### src/rtl/multicycle_controller_pkg.sv
// Shared types and encodings for the multicycle MIPS main control FSM.
// State numbering is visible on the debug state output, so the values are fixed.
package multicycle_controller_pkg;

    typedef enum logic [3:0] {
        StIf     = 4'd0,
        StId     = 4'd1,
        StExR    = 4'd2,
        StWbR    = 4'd3,
        StAddr   = 4'd4,
        StMemRd  = 4'd5,
        StWbLw   = 4'd6,
        StMemWr  = 4'd7,
        StBeq    = 4'd8,
        StJ      = 4'd9,
        StExAddi = 4'd10,
        StWbAddi = 4'd11
    } state_e;

    localparam logic [5:0] OpR    = 6'b000000;
    localparam logic [5:0] OpLw   = 6'b100011;
    localparam logic [5:0] OpSw   = 6'b101011;
    localparam logic [5:0] OpBeq  = 6'b000100;
    localparam logic [5:0] OpJ    = 6'b000010;
    localparam logic [5:0] OpAddi = 6'b001000;

    // ALU class handed to alu_controller
    localparam logic [1:0] AluMtype = 2'b00;
    localparam logic [1:0] AluBtype = 2'b01;
    localparam logic [1:0] AluRtype = 2'b10;
    localparam logic [1:0] AluJtype = 2'b11;

    localparam logic [1:0] PcSrcAlu    = 2'b00;
    localparam logic [1:0] PcSrcAluOut = 2'b01;
    localparam logic [1:0] PcSrcJump   = 2'b10;

    localparam logic [1:0] SrcBReg    = 2'b00;
    localparam logic [1:0] SrcBFour   = 2'b01;
    localparam logic [1:0] SrcBImm    = 2'b10;
    localparam logic [1:0] SrcBImmSh2 = 2'b11;

    typedef struct packed {
        logic       pc_write;
        logic       pc_write_cond;
        logic [1:0] pc_src;
        logic       i_or_d;
        logic       mem_read;
        logic       mem_write;
        logic       ir_write;
        logic       reg_dst;
        logic       mem_to_reg;
        logic       reg_write;
        logic       alu_src_a;
        logic [1:0] alu_src_b;
        logic [1:0] alu_ctrl;
        logic       instr_done;
        logic       illegal_op;
        logic       mem_err;
    } ctrl_t;

    // States that wait on mem_ready and are guarded by the timeout counter
    function automatic logic is_wait_state(input state_e st);
        return (st == StIf) || (st == StMemRd) || (st == StMemWr);
    endfunction

endpackage

### src/rtl/multicycle_controller_if.sv
// Controller <-> datapath/memory signal bundle. The controller takes the master side;
// the datapath (or a testbench) takes the slave side.
interface multicycle_controller_if;

    logic [5:0] opcode;
    logic       zero;
    logic       mem_ready;

    logic       pc_write;
    logic       pc_write_cond;
    logic [1:0] pc_src;
    logic       i_or_d;
    logic       mem_read;
    logic       mem_write;
    logic       ir_write;
    logic       reg_dst;
    logic       mem_to_reg;
    logic       reg_write;
    logic       alu_src_a;
    logic [1:0] alu_src_b;
    logic [1:0] alu_ctrl;
    logic       instr_done;
    logic       illegal_op;
    logic       mem_err;
    logic [3:0] state;

    modport master (
        input  opcode, zero, mem_ready,
        output pc_write, pc_write_cond, pc_src, i_or_d, mem_read, mem_write, ir_write,
               reg_dst, mem_to_reg, reg_write, alu_src_a, alu_src_b, alu_ctrl,
               instr_done, illegal_op, mem_err, state
    );

    modport slave (
        output opcode, zero, mem_ready,
        input  pc_write, pc_write_cond, pc_src, i_or_d, mem_read, mem_write, ir_write,
               reg_dst, mem_to_reg, reg_write, alu_src_a, alu_src_b, alu_ctrl,
               instr_done, illegal_op, mem_err, state
    );

endinterface

### src/rtl/multicycle_controller.sv
// Main control FSM of the multicycle MIPS datapath: sequences IF/ID/EX/MEM/WB, drives the
// datapath enables and the ALU class, and aborts memory waits that exceed MEM_TIMEOUT cycles.
module multicycle_controller
    import multicycle_controller_pkg::*;
#(
    parameter int unsigned MEM_TIMEOUT = 16,
    parameter int unsigned CNT_W       = 5
) (
    input  logic                    clk,
    input  logic                    rst_n,
    multicycle_controller_if.master bus
);

    localparam logic [CNT_W-1:0] CntLast = CNT_W'(MEM_TIMEOUT - 1);
    localparam logic [CNT_W-1:0] CntMax  = {CNT_W{1'b1}};

    state_e           state_q, state_d;
    logic [CNT_W-1:0] cnt_q, cnt_d;
    ctrl_t            ctrl, ctrl_out;
    logic             wait_st, timeout;
    logic             unused_zero;

    // The zero flag is consumed by the datapath's PC-write gating, not by the FSM
    assign unused_zero = bus.zero;

    always_ff @(posedge clk or negedge rst_n) begin
        if (!rst_n) begin
            state_q <= StIf;
            cnt_q   <= '0;
        end else begin
            state_q <= state_d;
            cnt_q   <= cnt_d;
        end
    end

    always_comb begin
        wait_st = is_wait_state(state_q);
        timeout = wait_st && !bus.mem_ready && (cnt_q >= CntLast);
        cnt_d   = '0;
        // Counting only while stalled; any transition (or timeout re-entry) restarts at zero
        if (wait_st && !bus.mem_ready && !timeout) begin
            cnt_d = (cnt_q == CntMax) ? cnt_q : cnt_q + 1'b1;
        end
    end

    always_comb begin
        ctrl    = '0;
        state_d = state_q;

        unique case (state_q)
            StIf: begin
                ctrl.mem_read  = 1'b1;
                ctrl.alu_src_b = SrcBFour;
                ctrl.alu_ctrl  = AluMtype;
                ctrl.ir_write  = bus.mem_ready;
                ctrl.pc_write  = bus.mem_ready;
                if (bus.mem_ready) state_d = StId;
            end
            StId: begin
                ctrl.alu_src_b = SrcBImmSh2;
                ctrl.alu_ctrl  = AluMtype;
                unique case (bus.opcode)
                    OpR:        state_d = StExR;
                    OpLw, OpSw: state_d = StAddr;
                    OpBeq:      state_d = StBeq;
                    OpJ:        state_d = StJ;
                    OpAddi:     state_d = StExAddi;
                    default: begin
                        ctrl.illegal_op = 1'b1;
                        state_d         = StIf;
                    end
                endcase
            end
            StExR: begin
                ctrl.alu_src_a = 1'b1;
                ctrl.alu_src_b = SrcBReg;
                ctrl.alu_ctrl  = AluRtype;
                state_d        = StWbR;
            end
            StWbR: begin
                ctrl.reg_dst    = 1'b1;
                ctrl.reg_write  = 1'b1;
                ctrl.instr_done = 1'b1;
                state_d         = StIf;
            end
            StAddr: begin
                ctrl.alu_src_a = 1'b1;
                ctrl.alu_src_b = SrcBImm;
                ctrl.alu_ctrl  = AluMtype;
                state_d        = (bus.opcode == OpSw) ? StMemWr : StMemRd;
            end
            StMemRd: begin
                ctrl.mem_read = 1'b1;
                ctrl.i_or_d   = 1'b1;
                if (bus.mem_ready) state_d = StWbLw;
            end
            StWbLw: begin
                ctrl.mem_to_reg = 1'b1;
                ctrl.reg_write  = 1'b1;
                ctrl.instr_done = 1'b1;
                state_d         = StIf;
            end
            StMemWr: begin
                ctrl.mem_write = 1'b1;
                ctrl.i_or_d    = 1'b1;
                if (bus.mem_ready) begin
                    ctrl.instr_done = 1'b1;
                    state_d         = StIf;
                end
            end
            StBeq: begin
                ctrl.alu_src_a     = 1'b1;
                ctrl.alu_src_b     = SrcBReg;
                ctrl.alu_ctrl      = AluBtype;
                ctrl.pc_write_cond = 1'b1;
                ctrl.pc_src        = PcSrcAluOut;
                ctrl.instr_done    = 1'b1;
                state_d            = StIf;
            end
            StJ: begin
                ctrl.alu_ctrl   = AluJtype;
                ctrl.pc_write   = 1'b1;
                ctrl.pc_src     = PcSrcJump;
                ctrl.instr_done = 1'b1;
                state_d         = StIf;
            end
            StExAddi: begin
                ctrl.alu_src_a = 1'b1;
                ctrl.alu_src_b = SrcBImm;
                ctrl.alu_ctrl  = AluMtype;
                state_d        = StWbAddi;
            end
            StWbAddi: begin
                ctrl.reg_write  = 1'b1;
                ctrl.instr_done = 1'b1;
                state_d         = StIf;
            end
            default: state_d = StIf;
        endcase

        // A timed-out access must not commit anything; fall back to a fresh fetch
        if (timeout) begin
            ctrl.pc_write      = 1'b0;
            ctrl.pc_write_cond = 1'b0;
            ctrl.ir_write      = 1'b0;
            ctrl.mem_write     = 1'b0;
            ctrl.reg_write     = 1'b0;
            ctrl.instr_done    = 1'b0;
            ctrl.mem_err       = 1'b1;
            state_d            = StIf;
        end
    end

    // IF decodes to active read/PC controls, so outputs are gated explicitly during reset
    assign ctrl_out = rst_n ? ctrl : '0;

    assign bus.pc_write      = ctrl_out.pc_write;
    assign bus.pc_write_cond = ctrl_out.pc_write_cond;
    assign bus.pc_src        = ctrl_out.pc_src;
    assign bus.i_or_d        = ctrl_out.i_or_d;
    assign bus.mem_read      = ctrl_out.mem_read;
    assign bus.mem_write     = ctrl_out.mem_write;
    assign bus.ir_write      = ctrl_out.ir_write;
    assign bus.reg_dst       = ctrl_out.reg_dst;
    assign bus.mem_to_reg    = ctrl_out.mem_to_reg;
    assign bus.reg_write     = ctrl_out.reg_write;
    assign bus.alu_src_a     = ctrl_out.alu_src_a;
    assign bus.alu_src_b     = ctrl_out.alu_src_b;
    assign bus.alu_ctrl      = ctrl_out.alu_ctrl;
    assign bus.instr_done    = ctrl_out.instr_done;
    assign bus.illegal_op    = ctrl_out.illegal_op;
    assign bus.mem_err       = ctrl_out.mem_err;
    assign bus.state         = rst_n ? state_q : StIf;

endmodule

### src/flat_wrapper.sv
// flat-port wrapper written by rule: the top's interface ports become plain ports
module multicycle_controller_flat import multicycle_controller_pkg::*;
#(
    parameter int unsigned MEM_TIMEOUT = 16,
    parameter int unsigned CNT_W       = 5
)
  (clk, rst_n, bus_opcode, bus_zero, bus_mem_ready, bus_pc_write, bus_pc_write_cond, bus_pc_src, bus_i_or_d, bus_mem_read, bus_mem_write, bus_ir_write, bus_reg_dst, bus_mem_to_reg, bus_reg_write, bus_alu_src_a, bus_alu_src_b, bus_alu_ctrl, bus_instr_done, bus_illegal_op, bus_mem_err, bus_state);
  multicycle_controller_if bus_i ();
  input  logic clk;
  input  logic rst_n;
  input wire logic [$bits(bus_i.opcode)-1:0] bus_opcode;
  input wire logic [$bits(bus_i.zero)-1:0] bus_zero;
  input wire logic [$bits(bus_i.mem_ready)-1:0] bus_mem_ready;
  output wire logic [$bits(bus_i.pc_write)-1:0] bus_pc_write;
  output wire logic [$bits(bus_i.pc_write_cond)-1:0] bus_pc_write_cond;
  output wire logic [$bits(bus_i.pc_src)-1:0] bus_pc_src;
  output wire logic [$bits(bus_i.i_or_d)-1:0] bus_i_or_d;
  output wire logic [$bits(bus_i.mem_read)-1:0] bus_mem_read;
  output wire logic [$bits(bus_i.mem_write)-1:0] bus_mem_write;
  output wire logic [$bits(bus_i.ir_write)-1:0] bus_ir_write;
  output wire logic [$bits(bus_i.reg_dst)-1:0] bus_reg_dst;
  output wire logic [$bits(bus_i.mem_to_reg)-1:0] bus_mem_to_reg;
  output wire logic [$bits(bus_i.reg_write)-1:0] bus_reg_write;
  output wire logic [$bits(bus_i.alu_src_a)-1:0] bus_alu_src_a;
  output wire logic [$bits(bus_i.alu_src_b)-1:0] bus_alu_src_b;
  output wire logic [$bits(bus_i.alu_ctrl)-1:0] bus_alu_ctrl;
  output wire logic [$bits(bus_i.instr_done)-1:0] bus_instr_done;
  output wire logic [$bits(bus_i.illegal_op)-1:0] bus_illegal_op;
  output wire logic [$bits(bus_i.mem_err)-1:0] bus_mem_err;
  output wire logic [$bits(bus_i.state)-1:0] bus_state;
  assign bus_i.opcode = bus_opcode;
  assign bus_i.zero = bus_zero;
  assign bus_i.mem_ready = bus_mem_ready;
  assign bus_pc_write = bus_i.pc_write;
  assign bus_pc_write_cond = bus_i.pc_write_cond;
  assign bus_pc_src = bus_i.pc_src;
  assign bus_i_or_d = bus_i.i_or_d;
  assign bus_mem_read = bus_i.mem_read;
  assign bus_mem_write = bus_i.mem_write;
  assign bus_ir_write = bus_i.ir_write;
  assign bus_reg_dst = bus_i.reg_dst;
  assign bus_mem_to_reg = bus_i.mem_to_reg;
  assign bus_reg_write = bus_i.reg_write;
  assign bus_alu_src_a = bus_i.alu_src_a;
  assign bus_alu_src_b = bus_i.alu_src_b;
  assign bus_alu_ctrl = bus_i.alu_ctrl;
  assign bus_instr_done = bus_i.instr_done;
  assign bus_illegal_op = bus_i.illegal_op;
  assign bus_mem_err = bus_i.mem_err;
  assign bus_state = bus_i.state;
  multicycle_controller #(.MEM_TIMEOUT(MEM_TIMEOUT), .CNT_W(CNT_W)) u_core (.clk(clk), .rst_n(rst_n), .bus(bus_i));
endmodule
### config.mk
export PLATFORM = sky130hd
export DESIGN_NAME = multicycle_controller_flat
export DESIGN_NICKNAME = d
export VERILOG_FILES = /design/src/rtl/multicycle_controller_pkg.sv /design/src/rtl/multicycle_controller_if.sv /design/src/rtl/multicycle_controller.sv /design/src/flat_wrapper.sv
export SDC_FILE = /design/constraint.sdc
export NUM_CORES = 1
export LEC_CHECK = 0
export CORE_AREA = 5 5 44 46
export DETAILED_ROUTE_END_ITERATION = 7
export DIE_AREA = 0 0 49 51
export DONT_BUFFER_PORTS = 1
export PLACE_DENSITY = 0.74
export RECOVER_POWER = 100
export SETUP_SLACK_MARGIN = 0.2
export SLEW_MARGIN = 20
export SYNTH_ARGS = -nofsm -noshare
export SYNTH_HDL_FRONTEND = slang
export SYNTH_SLANG_ARGS = --single-unit
### constraint.sdc
create_clock -name clk -period 4.11 [get_ports clk]
set_input_delay 0.822 -clock clk [delete_from_list [all_inputs] [get_ports clk]]
set_output_delay 0.822 -clock clk [all_outputs]
set_load 0.05 [all_outputs]
==> impl_metrics.json, run 1 <==
{
  "outcome": "finished with violations",
  "violations": "capacitance limit, slew limit",
  "avgViaCountPerCell": 6.24,
  "async_flop_share_pct": 100,
  "finalCritPeriodShare_pct": 86.4,
  "crit_fanout": 15,
  "clk_latency_ps": 260,
  "overflow": 0,
  "finalNonFillerCells": 135,
  "skew_ps": 6.83,
  "finalSetupViolCount": 0,
  "layout_min_cycle_time_ps": 3550,
  "max_freq_ghz": 0.282,
  "synth_nets": 125,
  "antenna-diode-count": 0,
  "cp.required_ps": 3290,
  "die_w_um": 49,
  "boundaryPins": 33,
  "port_buffers": 0,
  "slew_violations": 1,
  "dpl_cell_area_sq_um": 935,
  "r2r_start": "u_core.cnt_q[0]",
  "path_class": "reg -> out",
  "netlist_area_sq_um": 863,
  "grt_pass1_vias": 749,
  "synth_most_common_cell": "nor2_1",
  "wl_mm": 2.05,
  "syn-instance-count": 112,
  "p_sw_share_pct": 57.9,
  "synth-edff-count": 0,
  "reg2reg_depth": 6,
  "antenna_found_initial": 0,
  "firstDrtPassIters": 4,
  "whs_ps": 251,
  "hold_violations": 0,
  "crit_slowest_cell": "dfrtp_1",
  "cts_buffer_depth": 2,
  "drive_gt1_share_pct": 8.40,
  "cp_num_cells": 5,
  "fillers": 148,
  "reg2reg_to": "u_core.state_q[2]",
  "fp.dieH_um": 51,
  "synth_area_leaders": "dfrtp_1, nor2_1, nor3_1",
  "post-dp-hpwl_mm": 1.61,
  "slew-limit-headroom_pct": -1.21,
  "cts-root-buf": "clkbuf_4",
  "pwr-share-seq_pct": 26.8,
  "cts_made_buffers": 3,
  "ys_types": 37,
  "worst-path-buf-inv": 1,
  "cts-resized-gates": 0,
  "numClockSinks": 9,
  "drc": 0,
  "hold_buffers": 0,
  "p_comb_share_pct": 62.3,
  "core_sq_um": 1470,
  "cp-end-kind": "output port",
  "grt_usage_pct": 16.7,
  "synth_seq_cells": 9,
  "startpoint_type": "register",
  "area_growth_pct": 6.67,
  "synth_warnings": 0,
  "drtAntennaViolNets": 0,
  "grt_max_degree": 18,
  "yosysSeqAreaShare_pct": 26.1,
  "cp_data_arrival_time_ps": 2730,
  "cp_slowest_stage_delay_ps": 550,
  "netlist.area_leader.share_pct": 26.1,
  "start_util_pct": 58.7,
  "final_nets": 133,
  "pwr-share-clk_pct": 10.8,
  "placed_cells": 131,
  "clk_pin_slew_ps": 60,
  "r2r_slack_ps": 2110,
  "maxCapViolCount": 1,
  "crit_family": "simple AND/OR/NAND/NOR gates",
  "placementRows": 14,
  "p_int_uw": 260,
  "yosysTopAreaCell": "dfrtp_1",
  "p_switching_uw": 357,
  "vias": 842,
  "drt-initial-drc-count": 7,
  "gp_congestion": 0.814,
  "tightest_slew_ps": 1510,
  "wl_per_cell_um": 15.2,
  "power_density_nw_per_um2": 670,
  "grt_pass1_wl_mm": 3.37,
  "rsz0062_at_grt": "false",
  "crit_chain": "nand2b_1, nor3b_2, clkbuf_1, and2_1, or2_2",
  "cts_setup_buffers": 0,
  "dieArea_sq_um": 2500,
  "p_leak_uw": 0.000398,
  "cts_tree": "yes",
  "syn_area_per_cell_sq_um": 7.71,
  "finalInstanceArea_sq_um": 921,
  "setup-tns-final_ps": 0,
  "hp-class": "in -> async",
  "ir_drop_mv": 0.374,
  "synthFlopType": "dfrtp_1",
  "htreeDepth": 1,
  "ys_top_cells_by_count": "nor2_1, dfrtp_1, nor3_1"
}
## cell usage in the layout (no fill, tap or decap), types with 2 or more instances in the layout
cell and n:
dfrtp_1 9, a21oi_1 2, nand2_1 7, clkbuf_4 3, nand2b_1 3, o21ai_0 8
xnor2_1 4, nand3_1 2, o22a_1 2, xor2_1 2, nor3_1 7, clkbuf_1 8
or2_2 2, or3_1 2, inv_1 5, ha_1 3, nor2b_1 6, mux2i_1 2
a31oi_1 2, and2_0 4, nor2_1 16, and3_1 4
## metal layers
metal	routed length [um]	part of all wire, %	GRT usage, %	up-vias
met2	963	47	27.0	25
met4	5	0.24	2.69	0
met5	0	0	0	-
met3	155	7.6	7.27	2
li1	-	-	-	409
met1	924	45	21.1	406
## power by group through the flow
| stage | clock, uW | sequential, uW | combinational [uW] |
|---|---|---|---|
| after floorplan | 0 | 129 | 380 |
| after global placement | 0 | 165 | 396 |
| after detailed placement | 0 | 167 | 402 |
| after CTS | 68.6 | 165 | 403 |
| after global routing | 74.7 | 173 | 416 |
| final | 66.9 | 166 | 385 |
## state kept, by name, summed over array words and instances (netlist names)
signal and count:
u_core.state_q 4, u_core.cnt_q 5
## cells by family (layout without fill, tap and decap cells)
group | after synthesis | in the layout | synth area share, %
AO/OA/AOI/OAI | 21 | 21 | 18.0
XOR/XNOR | 6 | 6 | 6.09
multiplexers | 2 | 2 | 2.32
buffers and inverters | 10 | 17 | 5.65
AND/OR/NAND/NOR | 61 | 61 | 37.5
adder cells (fa/ha/maj) | 3 | 3 | 4.35
flip-flops | 9 | 9 | 26.1
## per-stage QoR
| step | util, % | total power, uW | setup WS [ps] |
|---|---|---|---|
| floorplan | - | 509 | 300 |
| global placement | 63.5 | 561 | 1100 |
| detailed placement | 63.5 | 570 | 1090 |
| CTS | 65.3 | 637 | 814 |
| global route | 62.6 | 664 | 438 |
| finish | 62.6 | 617 | 560 |
## worst reg2reg max path, stage by stage (launching register included)
cell	delay, ps
dfrtp_1	400
ha_1	210
and3_1	200
ha_1	180
a211oi_1	410
nand2_1	270
o21ai_0	240
## worst max-delay path by stage
stage,start,end,slack (ps)
2_1_floorplan,u_core.cnt_q[0],bus_instr_done,300
4_1_cts,u_core.cnt_q[0],bus_mem_write,810
5_1_grt,u_core.cnt_q[0],bus_instr_done,440
6_report,u_core.state_q[2],bus_pc_write,560
3_5_place_dp,rst_n,bus_pc_write,1090
3_3_place_gp,rst_n,bus_pc_write,1100
## final cells by class
type	instances	area [sq um]	share of cell area (%)
Inverter	5	18.8	2.04
Sequential cell	9	225	24.5
Clock buffer	4	26.3	2.85
Multi-Input combinational cell	93	597	64.8
Tap cell	16	20.0	2.17
Timing Repair Buffer	8	33.8	3.67
(Power assumes the default switching activity.)
==> run 2: changes to the inputs <==
--- a/config.mk
+++ b/config.mk
@@ -7,4 +7,5 @@
 export LEC_CHECK = 0
 export CORE_AREA = 5 5 44 46
+export CTS_BUF_LIST = sky130_fd_sc_hd__clkbuf_4 sky130_fd_sc_hd__clkbuf_8 sky130_fd_sc_hd__clkbuf_16
 export DETAILED_ROUTE_END_ITERATION = 7
 export DIE_AREA = 0 0 49 51
==> constraint.sdc (replaced) <==
create_clock -name clk -period 4.11 [get_ports clk]
set_input_delay 0.822 -clock clk [delete_from_list [all_inputs] [get_ports clk]]
set_output_delay 0.822 -clock clk [all_outputs]
set_load 0.02 [all_outputs]
==> impl_metrics.json, run 2 (synthesized netlist as in run 1, its figures left out) <==
{
  "outcome": "finished clean",
  "cts_setup_buffers": 0,
  "numClockSinks": 9,
  "drc": 0,
  "rsz0062_at_grt": "false",
  "drtAntennaViolNets": 0,
  "gp_congestion": 0.829,
  "grt_pass1_wl_mm": 3.15,
  "startpoint_type": "register",
  "reg_top3": "u_core.cnt_q: 5 flops, u_core.state_q: 4 flops",
  "crit_fanout": 4,
  "overflow": 0,
  "avgViaCountPerCell": 6.12,
  "wl_mm": 1.89,
  "power_density_nw_per_um2": 579,
  "dieArea_sq_um": 2500,
  "firstDrtPassIters": 3,
  "cp-end-kind": "output port",
  "largest-register": "u_core.cnt_q",
  "path_class": "reg -> out",
  "fp.dieH_um": 51,
  "drive_gt1_share_pct": 6.19,
  "slew-limit-headroom_pct": 53.9,
  "drt-initial-drc-count": 7,
  "finalSetupViolCount": 0,
  "cts_buffer_depth": 2,
  "htreeDepth": 1,
  "pwr-share-clk_pct": 12.8,
  "p_comb_share_pct": 54.5,
  "final_nets": 127,
  "clk_pin_slew_ps": 60,
  "cts_made_buffers": 3,
  "grt_pass1_vias": 733,
  "setup_slack_ps": 712,
  "p_int_uw": 252,
  "max_freq_ghz": 0.294,
  "place_ws_ps": 1250,
  "p_leak_uw": 0.000383,
  "grt_usage_pct": 15.6,
  "crit_slowest_cell": "nor3_1",
  "crit_chain": "ha_1, and3_1, ha_1, a211oi_1, o21ai_0, nor3_1",
  "post-dp-hpwl_mm": 1.47,
  "placementRows": 14,
  "wl_per_cell_um": 14.6,
  "slew_violations": 0,
  "hold_buffers": 0,
  "p_switching_uw": 258,
  "multi_input_area_sq_um": 581,
  "pwr-share-seq_pct": 32.7,
  "layout_common_cells": "nor2_1, dfrtp_1, o21ai_0, nor3_1, nand2_1",
  "start_util_pct": 58.7,
  "largest_reg_flops": 5,
  "skew_ps": 2.79,
  "hold_violations": 0,
  "hp-class": "in -> async",
  "finalCritPeriodShare_pct": 82.7,
  "cp.required_ps": 3290,
  "vias": 789,
  "port_buffers": 0,
  "setup-tns-final_ps": 0,
  "boundaryPins": 33,
  "path_common_cell": "ha_1",
  "cp_data_arrival_time_ps": 2580,
  "cts-resized-gates": 0,
  "finalPower_uw": 510,
  "ir_drop_mv": 0.329,
  "die_w_um": 49,
  "layout_min_cycle_time_ps": 3400,
  "cts_tree": "yes",
  "area_growth_pct": 1.88,
  "cp_slowest_stage_delay_ps": 600,
  "maxCapViolCount": 0,
  "fillers": 146,
  "p_sw_share_pct": 50.6,
  "clk_latency_ps": 260,
  "cts-root-buf": "clkbuf_4",
  "core_sq_um": 1470,
  "antenna-diode-count": 0,
  "antenna_found_initial": 0,
  "grt_max_degree": 18,
  "regArea_sq_um": 225,
  "tightest_slew_ps": 686,
  "final_common_cell": "nor2_1"
}
run 2: changes by cell type in the layout (fill, tap and decap cells not counted), sizes merged:
cell,change
buf,-1
clkinv,+1
clkbuf,-6
run 2: cell type report:
class / instances / share of cell area, %
Tap cell: 16 / 2.28
Clock inverter: 1 / 0.569
Multi-Input combinational cell: 93 / 66.0
Sequential cell: 9 / 25.6
Inverter: 5 / 2.13
Clock buffer: 3 / 2.56
Timing Repair Buffer: 2 / 0.853
run 2: power by group through the flow:
stage	sequential (uW)	combinational, uW	clock (uW)
floorplan	129	285	0
global placement	165	279	0
detailed placement	166	282	0
CTS	164	284	68.5
global route	171	310	72.3
finish	166	278	65.3
run 2: routing by layer:
layer	track usage (%)	share of wire, %
met4	2.24	0
met1	20.1	47
met3	7.56	8.3
met2	24.1	44
met5	0	0
run 2: per-stage QoR:
step / cells / util, % / instance area (sq um) / hold slack (ps)
finish: 129 / 59.8 / 880 / 255
CTS: 129 / 60.9 / 896 / 244
global placement: 125 / 59.0 / 868 / 527
floorplan: 112 / - / 863 / 508
detailed placement: 125 / 59.0 / 868 / 527
global route: 129 / 59.8 / 880 / 239
run 2: path summary, 6_finish.rpt:
kind,slack (ps),start,cells past startpoint,to
max,710,u_core.cnt_q[0],6,bus_mem_write
min,250,rst_n,0,u_core.state_q[2]
max reg2reg,2060,u_core.cnt_q[0],6,u_core.state_q[2]
min reg2reg,570,u_core.cnt_q[1],2,u_core.cnt_q[1]
max in group asynchronous,3780,rst_n,0,u_core.cnt_q[3]
min in group clk,570,u_core.cnt_q[1],2,u_core.cnt_q[1]
run 2: worst max-delay path: cells and delay by family (launching register included):
kind	cells	cell delay (ps)
AOI/OAI and AO/OA	2	730
adders and majority gates	2	390
DFF	1	410
and+or+nand+nor	2	800
